--- config.mk ---
export PLATFORM = sky130hd
export DESIGN_NAME = busio_arbiter
export DESIGN_NICKNAME = d
export VERILOG_FILES = /design/src/rtl/busio_pkg.sv /design/src/rtl/busio_arbiter.sv
export SDC_FILE = /design/constraint.sdc
export NUM_CORES = 1
export LEC_CHECK = 0
export CORE_MARGIN = 2
export CORE_UTILIZATION = 31
export DETAILED_ROUTE_END_ITERATION = 12
export PLACE_DENSITY = 0.78
export RECOVER_POWER = 50
export SLEW_MARGIN = 40
export SYNTH_ARGS = -nofsm -noshare
export SYNTH_HDL_FRONTEND = slang
export SYNTH_SLANG_ARGS = --single-unit
export TNS_END_PERCENT = 100
--- constraint.sdc ---
create_clock -name clk -period 1.7 [get_ports clk]
set_clock_uncertainty 0.2 [all_clocks]
set_input_delay 0.17 -clock clk [delete_from_list [all_inputs] [get_ports clk]]
set_output_delay 0.17 -clock clk [all_outputs]
set_load 0.005 [all_outputs]
--- src/rtl/busio_pkg.sv ---
// Shared types and constants for the fetch/data bus arbiter.
package busio_pkg;

  localparam int unsigned ADDR_W             = 32;
  localparam int unsigned DATA_W             = 32;
  localparam int unsigned STRB_W             = 4;
  localparam int unsigned FAIR_LIMIT_DEFAULT = 4;

  // Arbiter FSM encoding
  typedef logic [1:0] state_t;
  localparam state_t ST_IDLE = 2'd0;
  localparam state_t ST_REQ  = 2'd1;
  localparam state_t ST_RESP = 2'd2;

  // Current bus transaction owner
  typedef enum logic {
    OWN_FETCH = 1'b0,
    OWN_MEM   = 1'b1
  } owner_e;

endpackage

--- src/rtl/busio_arbiter.sv ---
// Arbitrates an instruction-fetch port and a data port onto one external bus
// with a single outstanding transaction (IDLE -> REQ -> RESP).
// Optional feature macro: BUSIO_FAIRNESS_EN bounds how many data grants may
// bypass a waiting fetch; without it the data port has strict priority.
module busio_arbiter
  import busio_pkg::*;
#(
  parameter int unsigned FAIR_LIMIT = FAIR_LIMIT_DEFAULT
) (
  input  logic              clk,
  input  logic              reset_n,
  input  logic              fetch_valid,
  input  logic [ADDR_W-1:0] fetch_address,
  input  logic              fetch_abort,
  output logic [DATA_W-1:0] fetch_data,
  output logic              fetch_ready,
  input  logic              mem_valid,
  input  logic [ADDR_W-1:0] mem_address,
  input  logic              mem_write,
  input  logic [DATA_W-1:0] mem_write_data,
  input  logic [STRB_W-1:0] mem_byte_enable,
  output logic [DATA_W-1:0] mem_read_data,
  output logic              mem_ready,
  output logic              ext_valid,
  input  logic              ext_ready,
  output logic [ADDR_W-1:0] ext_address,
  output logic              ext_write,
  output logic [DATA_W-1:0] ext_write_data,
  output logic [STRB_W-1:0] ext_strobe,
  input  logic              ext_rvalid,
  input  logic [DATA_W-1:0] ext_rdata
);

  // Reject out-of-range limits at elaboration
  if ((FAIR_LIMIT < 1) || (FAIR_LIMIT > 15)) begin : g_bad_limit
    $error("busio_arbiter: FAIR_LIMIT must be in 1..15");
  end

  state_t              r_state;
  state_t              w_state_nxt;
  owner_e              r_owner;
  logic                r_discard;
  logic                r_ext_valid;
  logic [ADDR_W-1:0]   r_ext_address;
  logic                r_ext_write;
  logic [DATA_W-1:0]   r_ext_write_data;
  logic [STRB_W-1:0]   r_ext_strobe;
  logic                w_grant_fetch;
  logic                w_grant_mem;
  logic                w_fair_hit;
  logic                w_abort_hit;
  logic                w_discard;
  logic                w_resp_done;

`ifdef BUSIO_FAIRNESS_EN
  localparam int unsigned CNT_W = 4;
  logic [CNT_W-1:0] r_fair_cnt;

  assign w_fair_hit = (r_fair_cnt == CNT_W'(FAIR_LIMIT));

  // Count data grants that bypassed a waiting fetch; a fetch grant resets it
  always_ff @(posedge clk or negedge reset_n) begin
    if (!reset_n) begin
      r_fair_cnt <= '0;
    end else if (w_grant_fetch) begin
      r_fair_cnt <= '0;
    end else if (w_grant_mem && fetch_valid && !w_fair_hit) begin
      r_fair_cnt <= r_fair_cnt + CNT_W'(1);
    end
  end
`else
  assign w_fair_hit = 1'b0;
`endif

  // State register
  always_ff @(posedge clk or negedge reset_n) begin
    if (!reset_n) begin
      r_state <= ST_IDLE;
    end else begin
      r_state <= w_state_nxt;
    end
  end

  // Next-state and grant decode; data wins ties unless fetch has waited too long
  always_comb begin
    w_state_nxt   = r_state;
    w_grant_fetch = 1'b0;
    w_grant_mem   = 1'b0;
    case (r_state)
      ST_IDLE: begin
        if (mem_valid && !(fetch_valid && w_fair_hit)) begin
          w_grant_mem = 1'b1;
          w_state_nxt = ST_REQ;
        end else if (fetch_valid) begin
          w_grant_fetch = 1'b1;
          w_state_nxt   = ST_REQ;
        end
      end
      ST_REQ: begin
        if (ext_ready) begin
          w_state_nxt = ST_RESP;
        end
      end
      ST_RESP: begin
        if (ext_rvalid) begin
          w_state_nxt = ST_IDLE;
        end
      end
      default: begin
        w_state_nxt = ST_IDLE;
      end
    endcase
  end

  // A redirect only matters while a fetch owns the bus
  assign w_abort_hit = fetch_abort && (r_owner == OWN_FETCH) &&
                       ((r_state == ST_REQ) || (r_state == ST_RESP));
  assign w_discard   = r_discard || w_abort_hit;
  assign w_resp_done = (r_state == ST_RESP) && ext_rvalid;

  // Latch the granted request and hold it stable on the bus until accepted
  always_ff @(posedge clk or negedge reset_n) begin
    if (!reset_n) begin
      r_owner          <= OWN_FETCH;
      r_discard        <= 1'b0;
      r_ext_valid      <= 1'b0;
      r_ext_address    <= '0;
      r_ext_write      <= 1'b0;
      r_ext_write_data <= '0;
      r_ext_strobe     <= '0;
    end else begin
      r_ext_valid <= (w_state_nxt == ST_REQ);
      if (w_grant_mem) begin
        r_owner          <= OWN_MEM;
        r_ext_address    <= mem_address;
        r_ext_write      <= mem_write;
        r_ext_write_data <= mem_write_data;
        r_ext_strobe     <= mem_byte_enable;
      end else if (w_grant_fetch) begin
        r_owner          <= OWN_FETCH;
        r_ext_address    <= fetch_address;
        r_ext_write      <= 1'b0;
        r_ext_write_data <= '0;
        r_ext_strobe     <= {STRB_W{1'b1}};
      end
      if (w_state_nxt == ST_IDLE) begin
        r_discard <= 1'b0;
      end else if (w_abort_hit) begin
        r_discard <= 1'b1;
      end
    end
  end

  assign ext_valid      = r_ext_valid;
  assign ext_address    = r_ext_address;
  assign ext_write      = r_ext_write;
  assign ext_write_data = r_ext_write_data;
  assign ext_strobe     = r_ext_strobe;

  // Completion pulses follow the bus response in the same cycle
  assign fetch_ready   = w_resp_done && (r_owner == OWN_FETCH) && !w_discard;
  assign fetch_data    = ext_rdata;
  assign mem_ready     = !mem_valid || (w_resp_done && (r_owner == OWN_MEM));
  assign mem_read_data = ext_rdata;

endmodule

After elaboration in Yosys (flattened, before gate mapping)
Index checks and enable logic that the tools add are counted.
{"block": "totals", "wordCells": 48, "out_inout_bits": 136, "ff_bits": 74}
{"block": "classes", "n_eq_ne": 3, "n_reduce_logical": 15, "bitwise": 1, "muxes": 21}
{"operator": "32-bit two-way mux", "n": 4}
{"operator": "1-bit two-way mux", "n": 10}
{"operator": "2-bit two-way mux", "n": 4}
{"operator": "4-bit two-way mux", "n": 2}
{"operator": "1-bit logical AND", "n": 6}
{"operator": "2-bit case mux with 3 select lines", "n": 1}
{"operator": "2-bit by 1-bit == test with 1-bit output, second input constant", "n": 2}
{"operator": "2-bit logical NOT", "n": 2}
{"operator": "2-bit nonzero test", "n": 2}
{"operator": "1-bit logical OR", "n": 3}
{"operator": "2-bit == test, second input constant", "n": 1}
{"operator": "1-bit logical NOT", "n": 2}
{"operator": "1-bit inverter", "n": 1}

Logic depth before layout (Yosys ltp)
{"block": "depth", "ltp_word": 6, "mapped_depth": 7, "ltp_nobuf": 6}

Worst setup path after synthesis
No wires, ideal clock.
{"block": "synth_path", "path_type": "register to register", "start": "register r_state[0]", "end": "register r_ext_write_data[13], in the netlist ext_write_data[13]", "path_stages_with_launch": 7, "period_less_slack_ns": 1.667, "path_slack_ns": 0.033, "t_arrival_ns": 1.346, "cell_sequence": "dfrtp_1 inv_1 ha_1 and2_4 buf_8 buf_6 a22o_1"}
{"block": "synth_between", "elab_chain_cells": 3}
{"element": "start, declared", "line": "busio_arbiter.sv:39", "text": "state_t r_state;"}
{"element": "start signal, assigned", "line": "busio_arbiter.sv:80", "text": "r_state <= w_state_nxt;"}
{"element": "2-bit logical NOT *", "line": "busio_arbiter.sv:89", "text": "case (r_state)"}
{"element": "1-bit two-way mux", "line": "busio_arbiter.sv:89"}
{"element": "32-bit two-way mux / 2-bit nonzero test (equally long branches)"}
{"element": "end signal, assigned", "line": "busio_arbiter.sv:137", "text": "r_ext_write_data <= mem_write_data;"}
{"element": "end, declared", "line": "busio_arbiter.sv:46", "text": "logic [DATA_W-1:0] r_ext_write_data;"}
Mark *: on every way between the ends. The rest lies on a longest branch, timed or not.
A chain may end at the register's enable or synchronous reset.

Worst setup path after layout
{"block": "layout_path", "start": "register r_state[1]", "end": "register r_ext_write_data[26], in the netlist ext_write_data[26]"}
The elaborated chain is that of the path after synthesis.

==> run summary <==
The total wire length is 11,680 um. The relative contribution of sequential cells to total power came out at 27.5%. Setup repair after global routing could not meet its margin everywhere. The final number of hold-violating endpoints is 0.

The die is 111.9 um tall. The full die area is 0.01253 mm2. Of the total power, the clock network draws 15.9%.

The tree is rooted in a clkbuf_16. The number of antenna violations at the first check in global routing is 0. The routability-driven placement congestion ratio is 0.8410. The clock tree from TritonCTS is yes. Net switching is 34.50% of the power. The total number of vias is 3,248. In this run the worst setup path begins at r_state[1].

Yosys mapped the design onto 25 distinct sky130hd cell types. The period utilization is 112.1%. The global-route wire length before repair came out at 17,900 um.

The worst setup path is launched from a flip-flop. The critical path is of the flip-flop to flip-flop type. The number of global-route vias before repair is 3,497. The checks that failed: negative setup slack.

The beginning of the worst register-to-register path is r_state[1]. The violation count after the first detailed-routing iteration is 173. At the worst endpoint, the required time is 1710 ps. Compared with the post-synthesis result, the final layout area differs by 68.19%. After synthesis, the largest area contributor takes up 51.28% of total cell area. The floorplan step set the die width to 111.9 um.

The largest total area in the synthesized netlist belongs to dfrtp_1. Summing all flip-flop and latch instances after layout gives 0.001852 mm2. The worst slew slack as a fraction of its limit is 63.73%. For the pin with the worst max-slew slack, the measured transition is 544.0 ps. VDD sags by at most 798.4 uV. The global-route usage over all layers is 17.99%.

The clock-pin slew on the worst setup and hold paths is 60 ps. Setup violations remaining at the end of the flow were counted as 75. Counting the fill cells in the layout gives 954.

The flow ran to the end, but the final reports show violations. The number of placed cells counting well taps is 617. The count of nets after finishing is 654. STA classifies the critical path endpoint as a flip-flop. The accumulated negative setup slack came out at -11,120 ps. The count of nets left with antenna violations once routing finished came out at 0. Static timing analysis puts the maximum clock frequency at 0.5247 GHz. Each instance of the synthesized netlist takes up on average 10.06 um2. For this configuration, the core starts out at a cell density of 31.76%.

After legalization and detailed placement, the total HPWL measured 7191 um. The areal power density over the cells came out at 1843 mW/mm2. After synthesis, the cell types taking the most area are dfrtp_1, buf_4, a22o_1, nand2_1, a31oi_1. The count of buffers added on input and output ports is 179. Synthesis inferred 74 register bits. The number of diodes came out at 0. The clock sink count came out at 74.

The maximum clock insertion buffer count came out at 2. The detailed-route vias per instance is 4.944. The maximum number of pins on one net before global-route repair is 40. The total area inside the core boundary comes to 0.01137 mm2. The number of design rule violations left after detail routing is 0. The net count after synthesis is 504. The standby leakage power is 2.539 nW. The area of placed instances is 0.005151 mm2. The number of placement rows is 39.

The final count of pins violating max slew is 0. The combinational fraction of design power is 56.6%. The shortest clock period the worst path allows after layout is 1906 ps.

The destination of the worst register-to-register timing path is ext_write_data[26]. The max-capacitance violation count came out at 0. In this run the power spent charging and discharging nets is 3.862 mW. Across all setup checks in the final design, the least slack found is -205.8 ps. The slack of the worst reg-to-reg path came out at -210 ps. Cell internal power was estimated by the tool at 7.333 mW. The area occupied by multi-input gates is 0.001409 mm2. The share of synthesized area occupied by flip-flops and latches came out at 51.28%. The count of non-filler cells in the finished layout came out at 657.

The count of warnings emitted by yosys came out at 0. The path class of the tightest hold or removal check is input port to asynchronous set/reset pin. The total clock buffers created by CTS is 9.

The proportion of layout cells with a drive suffix above 1 came out at 19.65%. Summing every instance area after synthesis gives 0.003611 mm2. The average wire length per cell after detail routing is 17.78 um. Global routing finished with a remaining overflow of 0. The number of instances in the synthesized netlist came out at 359. The path depth of the worst reg2reg path is 10. The finished cells cover 0.006073 mm2. The number of top-level pins came out at 276. The top fanout value on the critical path came out at 17. The worst slack at placement came out at -302.9 ps. The CTS H-tree depth is 3. The clock latency on the worst-skew pair is 320 ps.

The endpoint arrival time on the critical path came out at 1910 ps. The length of the first detailed-routing pass in iterations came out at 4.
-- metrics by stage --
stage | hold WS [ps] | power (mW) | utilization, %
6_report | 140.0 | 11.20 | 53.42
5_1_grt | 140.0 | 11.88 | 53.42
4_1_cts | 56.04 | 10.58 | 51.21
3_5_place_dp | -128.5 | 7.668 | 45.31
3_3_place_gp | -133.9 | 7.491 | 45.31
2_1_floorplan | -325.6 | 5.257 | -
-- worst max-delay path, cell delays in order, from the launching register on --
cell	delay [ps]
dfrtp_1	390
inv_2	100
buf_6	110
ha_4	140
nand2_4	50
buf_4	130
buf_6	110
nor2_4	150
nor2_4	50
buf_12	150
a22o_1	210
-- layout by cell type (no fill, tap or decap), types with 2 or more instances in the layout --
cell type        synthesis  routed
clkbuf_16                0      11
o22a_1                   4       4
clkinvlp_4               0       2
inv_1                    5       2
buf_16                   0       4
nand2_1                 66      64
ha_1                     5       2
a21oi_1                  4       2
buf_2                    4       2
nor2_1                  37      32
a22o_1                  33      33
buf_6                    6       6
o21ai_1                  0       2
nor2_2                   1       5
a21oi_2                  0       2
nand2_4                  1       2
buf_4                   70      23
a31oi_4                  0      11
a31oi_1                 33      19
buf_12                   0       7
clkdlybuf4s50_1          0     176
inv_2                    0       3
ha_4                     0       3
a31oi_2                  0       3
nor2_4                   1       3
dfrtp_1                 74      74
-- per-layer routing --
metal / GRT usage [%] / share of wire, % / vias up / routed length [um]
met4: 8.148 / 2.4 / 0 / 285
met2: 31.56 / 51 / 169 / 5940
met3: 5.498 / 7.9 / 33 / 926
met5: 0 / 0 / - / 0
li1: - / - / 1461 / -
met1: 20.04 / 39 / 1585 / 4530
-- sequential cells by signal, indices dropped and copies added (netlist names) --
name	cells
r_owner	1
ext_valid	1
ext_strobe	4
ext_address	32
ext_write	1
r_discard	1
ext_write_data	32
r_state	2
-- synthesized netlist by cell type (all sizes together) --
cell	number
o22a	4
ha	5
a31oi	33
clkbuf	4
or3	1
inv	5
a22o	33
dfrtp	74
a211oi	1
buf	81
nor2b	2
nand2	67
o21ai	3
nor3b	1
a21oi	4
nor2	39
and2	1
o31ai	1
-- worst max-delay path by stage --
stage                          to  slack, ps
4_1_cts               fetch_ready       -200
3_3_place_gp          fetch_ready       -250
5_1_grt           ext_address[14]       -290
3_5_place_dp          fetch_ready       -300
6_report       ext_write_data[26]       -210
2_1_floorplan  ext_write_data[13]         30
-- final cells by class --
cell class              instances  share of cell area (%)
multi-input cells             196                   23.20
flip-flops and latches         74                   30.49
inverters                       5                  0.3090
well taps                     143                   2.946
clock buffers                  11                   3.997
clock inverters                 5                  0.6180
repair buffers                223                   38.44
-- power groups by stage --
stage | registers, mW | logic, mW | clock network (mW)
after floorplan | 3.11 | 2.14 | 0
after global placement | 3.05 | 4.44 | 0
after detailed placement | 3.07 | 4.60 | 0
after CTS | 3.07 | 5.69 | 1.82
after global routing | 3.18 | 6.77 | 1.93
final | 3.08 | 6.33 | 1.78
-- logic make-up (layout without fill, tap and decap cells) --
group / count (synthesis) / after routing / synth area share, %
flip-flops: 74 / 74 / 51.28
adder cells (fa/ha/maj): 5 / 5 / 1.733
buffers and inverters: 90 / 244 / 18.33
AO/OA/AOI/OAI: 79 / 79 / 16.18
AND/OR/NAND/NOR: 111 / 112 / 12.47
-- timing repair --
action,CTS,global route
cloned,6,2
setup buffers,10,8
setup endpoints to repair,75,75
resized for setup,43,28
hold buffers,1,0
pin swaps,30,7
endpoints found under the hold margin,74,0
Power figures use the tool's default switching activity.
